==> src/rtl/stepper_pkg.sv <==
// Shared types and defaults for the single-step / free-run pipeline controller.
package stepper_pkg;

  localparam int unsigned STATE_W             = 2;
  localparam int unsigned DEBOUNCE_CYCLES_DEF = 1000;
  localparam int unsigned CNT_W_DEF           = 16;

  typedef enum logic [STATE_W-1:0] {
    ST_IDLE   = 2'd0,
    ST_RUN    = 2'd1,
    ST_STEP   = 2'd2,
    ST_HALTED = 2'd3
  } state_e;

endpackage

==> src/rtl/btn_debounce.sv <==
// Synchronizes a raw push button and accepts a level change only after
// DEBOUNCE_CYCLES consecutive samples of the new value; flags debounced rises.
module btn_debounce
  import stepper_pkg::*;
#(
  parameter int unsigned DEBOUNCE_CYCLES = DEBOUNCE_CYCLES_DEF
) (
  input  logic CLOCK_50,
  input  logic rst_n,
  input  logic raw,
  output logic level,
  output logic rise
);

  localparam int unsigned DB_W = (DEBOUNCE_CYCLES > 1) ? $clog2(DEBOUNCE_CYCLES) : 1;
  localparam logic [DB_W-1:0] DB_LAST = DB_W'(DEBOUNCE_CYCLES - 1);

  logic            sync1_q, sync2_q;
  logic            level_q, level_d;
  logic            rise_q, rise_d;
  logic [DB_W-1:0] cnt_q, cnt_d;

  // cnt_q counts consecutive samples that disagree with the accepted level
  always_comb begin
    level_d = level_q;
    rise_d  = 1'b0;
    cnt_d   = cnt_q;
    if (sync2_q == level_q) begin
      cnt_d = '0;
    end else if (cnt_q == DB_LAST) begin
      level_d = sync2_q;
      rise_d  = sync2_q;
      cnt_d   = '0;
    end else begin
      cnt_d = cnt_q + 1'b1;
    end
  end

  always_ff @(posedge CLOCK_50 or negedge rst_n) begin
    if (!rst_n) begin
      sync1_q <= 1'b0;
      sync2_q <= 1'b0;
      level_q <= 1'b0;
      rise_q  <= 1'b0;
      cnt_q   <= '0;
    end else begin
      sync1_q <= raw;
      sync2_q <= sync1_q;
      level_q <= level_d;
      rise_q  <= rise_d;
      cnt_q   <= cnt_d;
    end
  end

  assign level = level_q;
  assign rise  = rise_q;

endmodule

==> src/rtl/cycle_stepper.sv <==
// Pipeline clock-enable controller: free-run on divider ticks, single-step on a
// debounced button, halt on request; counts issued pipeline advances.
module cycle_stepper
  import stepper_pkg::*;
#(
  parameter int unsigned DEBOUNCE_CYCLES = DEBOUNCE_CYCLES_DEF,
  parameter int unsigned CNT_W           = CNT_W_DEF
) (
  input  logic               CLOCK_50,
  input  logic               rst_n,
  input  logic               tickIn,
  input  logic               run,
  input  logic               stepBtn,
  input  logic               haltReq,
  input  logic               clr,
  output logic               pipeEn,
  output logic               stop,
  output logic [CNT_W-1:0]   cycleCount,
  output logic               ovf,
  output logic [STATE_W-1:0] state
);

  localparam logic [CNT_W-1:0] CNT_MAX = {CNT_W{1'b1}};

  logic             tick_s1_q, tick_s2_q, tick_s3_q;
  logic             tick_rise_c;
  logic             step_level, step_rise;
  logic             press_c;
  logic             pulse_c;
  state_e           state_q, state_d;
  logic             pipe_en_q, pipe_en_d;
  logic             stop_q, stop_d;
  logic [CNT_W-1:0] cnt_q, cnt_d;
  logic             ovf_q, ovf_d;

  btn_debounce #(
    .DEBOUNCE_CYCLES(DEBOUNCE_CYCLES)
  ) u_btn_debounce (
    .CLOCK_50(CLOCK_50),
    .rst_n   (rst_n),
    .raw     (stepBtn),
    .level   (step_level),
    .rise    (step_rise)
  );

  // A press is only honoured while the debounced level is still high
  assign press_c     = step_rise & step_level;
  assign tick_rise_c = tick_s2_q & ~tick_s3_q;

  always_comb begin
    state_d   = state_q;
    pipe_en_d = 1'b0;
    cnt_d     = cnt_q;
    ovf_d     = ovf_q;
    pulse_c   = 1'b0;
    case (state_q)
      ST_IDLE: begin
        if (run)          state_d = ST_RUN;
        else if (press_c) state_d = ST_STEP;
      end
      ST_RUN: begin
        if (haltReq)          state_d = ST_HALTED;
        else if (!run)        state_d = ST_IDLE;
        else if (tick_rise_c) pulse_c = 1'b1;
      end
      ST_STEP: begin
        if (haltReq) begin
          state_d = ST_HALTED;
        end else if (tick_rise_c) begin
          pulse_c = 1'b1;
          state_d = ST_IDLE;
        end
      end
      ST_HALTED: begin
        if (clr) begin
          state_d = ST_IDLE;
          cnt_d   = '0;
          ovf_d   = 1'b0;
        end
      end
      default: state_d = ST_IDLE;
    endcase
    // Saturating advance counter; pulses keep flowing after saturation
    if (pulse_c) begin
      pipe_en_d = 1'b1;
      if (cnt_q != CNT_MAX) cnt_d = cnt_q + 1'b1;
      ovf_d = ovf_q | (cnt_d == CNT_MAX);
    end
    stop_d = (state_d == ST_IDLE) || (state_d == ST_HALTED);
  end

  always_ff @(posedge CLOCK_50 or negedge rst_n) begin
    if (!rst_n) begin
      tick_s1_q <= 1'b0;
      tick_s2_q <= 1'b0;
      tick_s3_q <= 1'b0;
      state_q   <= ST_IDLE;
      pipe_en_q <= 1'b0;
      stop_q    <= 1'b1;
      cnt_q     <= '0;
      ovf_q     <= 1'b0;
    end else begin
      tick_s1_q <= tickIn;
      tick_s2_q <= tick_s1_q;
      tick_s3_q <= tick_s2_q;
      state_q   <= state_d;
      pipe_en_q <= pipe_en_d;
      stop_q    <= stop_d;
      cnt_q     <= cnt_d;
      ovf_q     <= ovf_d;
    end
  end

  assign pipeEn     = pipe_en_q;
  assign stop       = stop_q;
  assign cycleCount = cnt_q;
  assign ovf        = ovf_q;
  assign state      = state_q;

endmodule

==> config.mk <==
export PLATFORM = sky130hd
export DESIGN_NAME = cycle_stepper
export DESIGN_NICKNAME = d
export VERILOG_FILES = /design/src/rtl/stepper_pkg.sv /design/src/rtl/btn_debounce.sv /design/src/rtl/cycle_stepper.sv
export SDC_FILE = /design/constraint.sdc
export NUM_CORES = 1
export LEC_CHECK = 0
export BUFFER_PORTS_ARGS = -buffer_cell sky130_fd_sc_hd__buf_2
export CAP_MARGIN = 15
export CORE_UTILIZATION = 55
export DETAILED_ROUTE_END_ITERATION = 10
export PLACE_DENSITY = 0.77
export RECOVER_POWER = 50
export SETUP_SLACK_MARGIN = 0.15
export SYNTH_ARGS = -nofsm -noshare
export SYNTH_HDL_FRONTEND = slang
export SYNTH_SLANG_ARGS = --single-unit
==> constraint.sdc <==
create_clock -name CLOCK_50 -period 2.5 [get_ports CLOCK_50]
set_input_delay 0 -clock CLOCK_50 [delete_from_list [all_inputs] [get_ports CLOCK_50]]
set_output_delay 0 -clock CLOCK_50 [all_outputs]
set_load 0.01 [all_outputs]
==> results.json <==
{
  "synth-edff-count": 0,
  "clock_sinks": 38,
  "cts_buffers": 5,
  "dr.first_iter.drc_count": 177,
  "finalPower_mw": 1.55,
  "fmax_ghz": 0.446,
  "period_share": 0.897,
  "synth_area_per_cell_sq_um": 9.32,
  "crit_buf_inv": 2,
  "syn_area_sq_um": 2040,
  "largest_register_ffs": 16,
  "setup_viol_count_final": 0,
  "cap_viol_max_count": 0,
  "initial_core_util": 0.593,
  "grt_pass1_wl_um": 8220,
  "place_hpwl_um": 3330,
  "core_sq_um": 3440,
  "gp_congestion": 1.01,
  "port_buffers": 27,
  "synth_common_cells": "dfrtp_1 (37), nor2_1 (25), nand2_1 (21)",
  "yosysMostFrequentCell": "dfrtp_1",
  "relSlewSlack": 0.456,
  "clockBufferDepth": 2,
  "vias_per_cell": 5.84,
  "grt-ovfl-total": 0,
  "hold-path-cell-count": 3,
  "seq_area_frac_synth": 0.467,
  "start_kind": "flop",
  "syn_inst": 219,
  "final_net_count": 273,
  "fin_ws_ns": 0.257,
  "seq_area_sq_um": 952,
  "critPathRequiredTime_ns": 2.71,
  "multi_input_area_sq_um": 1050,
  "dieArea_sq_um": 3960,
  "ys_ff_latch": 38,
  "ys_warn_count": 0,
  "die_h_um": 62.9,
  "worst_pin_slew_ns": 0.815,
  "antenna_found_initial": 0,
  "slowest_stage": "dfrtp_1",
  "track_usage": 0.269,
  "clock_latency_ns": 0.30,
  "grt_start_max_net_pins": 39,
  "syn_nets": 232,
  "placementRows": 21,
  "synthTopCellsByArea": "dfrtp_1 (45%), o21ai_0 (4.9%), xnor2_1 (4.7%)",
  "routed_wl_um": 4730,
  "drive_above_1_share": 0.149,
  "ant_nets": 0,
  "rsz0062_at_grt": "false",
  "yosysTopAreaCell": "dfrtp_1",
  "grt_util_met3": 0.0748,
  "die_w_um": 62.9,
  "first_global_vias": 1762,
  "rr_worst_depth": 9,
  "cp_top_family": "flip-flops",
  "cp_slowest_stage_delay_ns": 0.45,
  "fin_skew_ns": 0.0103,
  "drtPass1Iterations": 4,
  "drv_slew": 0,
  "ys_types": 42,
  "dp_slack_ns": 0.136,
  "clkSlewWorstSetupHoldPaths_ns": 0.08,
  "route.detailed.wl_per_inst_um": 15.4,
  "power.density_nw_per_um2": 644,
  "worstPathArrival_ns": 2.45,
  "met2_usage": 0.403,
  "hold_path_class": "in2reg",
  "peakVddDrop_mv": 0.469,
  "period_minus_slack_ns": 2.24,
  "path_depth": 9,
  "fin_tns_setup_ns": 0,
  "p_leak_nw": 1.02,
  "yosys.area.top_type_share": 0.454,
  "synth_flop_cell": "dfrtp_1",
  "cp_cell_sequence": "ha_2, nand4_1, buf_4, nor3_4, buf_4, nand3_1, xnor2_1, a41oi_1, o31ai_2",
  "status": "finished, final reports clean",
  "async_reset_ff_frac": 1.00,
  "grt-busiest-layer": "met2",
  "cts_tree": "built",
  "cts-root-buf": "clkbuf_8",
  "n_fill_cell": 294,
  "htreeDepth": 2,
  "path_max_fanout": 7,
  "gr-usage-met1": 0.364,
  "diodes": 0,
  "end_kind": "flop",
  "setup.worst_path.class": "reg2reg",
  "cp_common_cell": "buf_4",
  "syn2layout_area_growth_pct": 18.1,
  "dr_total_vias": 1793,
  "io_pins": 28,
  "drc": 0,
  "finalHoldViolCount": 0
}
-- per-layer routing --
layer / vias up / share of wire
li1: 868 / -
met3: 11 / 0.071
met4: 0 / 0.020
met2: 69 / 0.46
met1: 845 / 0.45
met5: - / 0
-- cells in the final DEF, fill, tap and decap left out, types with 2 or more instances in the layout --
master	synthesis	routed
o21ai_0	20	20
a41oi_1	2	2
xor2_1	3	3
or4_1	2	2
and2_1	5	5
inv_1	10	10
o211ai_1	2	2
nand4_1	5	5
a31oi_1	5	5
clkinvlp_4	0	2
and3_1	4	4
dlygate4sd3_1	0	3
nand3_2	3	3
a211oi_1	2	2
ha_1	6	5
nand2b_1	2	2
nand3_1	7	7
buf_4	0	7
nor4_1	2	2
buf_2	1	9
nand2_1	21	20
nor3_1	5	5
clkbuf_8	0	5
xnor2_1	11	11
a311oi_1	2	2
a21oi_1	14	13
or2_4	2	2
o21a_1	2	2
nor2_1	25	25
dfrtp_1	37	37
clkbuf_1	2	18
nor3b_1	2	2
-- final timing paths --
kind,from,end,slack [ns]
max,cycleCount[0],ovf,0.26
min in group asynchronous,rst_n,state[1],0.33
min,run,state[0],0.05
min reg2reg,u_btn_debounce.sync1_q,u_btn_debounce.sync2_q,0.35
max in group asynchronous,rst_n,cycleCount[3],1.64
max reg2reg,cycleCount[0],ovf,0.26
-- cells by family (layout without fill, tap and decap cells) --
family / after synthesis / after routing / synth area share
compound gates: 58 / 58 / 0.176
xor+xnor: 14 / 14 / 0.0601
simple gates: 88 / 88 / 0.226
fa+ha+maj: 6 / 6 / 0.0368
buf+inv: 13 / 55 / 0.0245
mux: 2 / 2 / 0.0104
flops: 38 / 38 / 0.467
-- final cells by class --
cell class | count | area share
Multi-Input combinational cell | 168 | 0.437
Inverter | 10 | 0.0156
Clock buffer | 5 | 0.0285
Timing Repair Buffer | 37 | 0.0810
Clock inverter | 3 | 0.0187
Tap cell | 46 | 0.0239
Sequential cell | 38 | 0.395
-- through the flow --
stage	utilization	cells	cell area, sq um	hold slack [ns]
finish	0.700	307	2410	0.0544
global route	0.700	307	2410	0.0508
CTS	0.704	307	2420	0.0452
detailed placement	0.660	295	2270	0.109
global placement	0.660	295	2270	0.108
floorplan	-	219	2050	-0.296
-- worst register-to-register path, stage by stage, from the launching register on --
cell and delay, ns:
dfrtp_1 0.45, ha_2 0.28, nand4_1 0.11, buf_4 0.18, nor3_4 0.17, buf_4 0.16
nand3_1 0.13, xnor2_1 0.25, a41oi_1 0.18, o31ai_2 0.25
-- what timing repair did --
action / CTS / global route
endpoints found under the setup margin: 1 / 7
hold buffers: 3 / 0
hold endpoints to repair: 39 / 0
gates resized for setup: 0 / 5
pin swaps: 1 / 0
buffers inserted: 1 / 0
-- where the power goes --
part	total, mW	internal (mW)	leakage [nW]	switching [mW]
Sequential	0.716	0.669	0.509	0.0473
Clock	0.522	0.297	0.0504	0.225
Combinational	0.315	0.120	0.461	0.195
Total	1.55	1.09	1.02	0.467
Note: power is estimated with default switching activity, not from simulation.
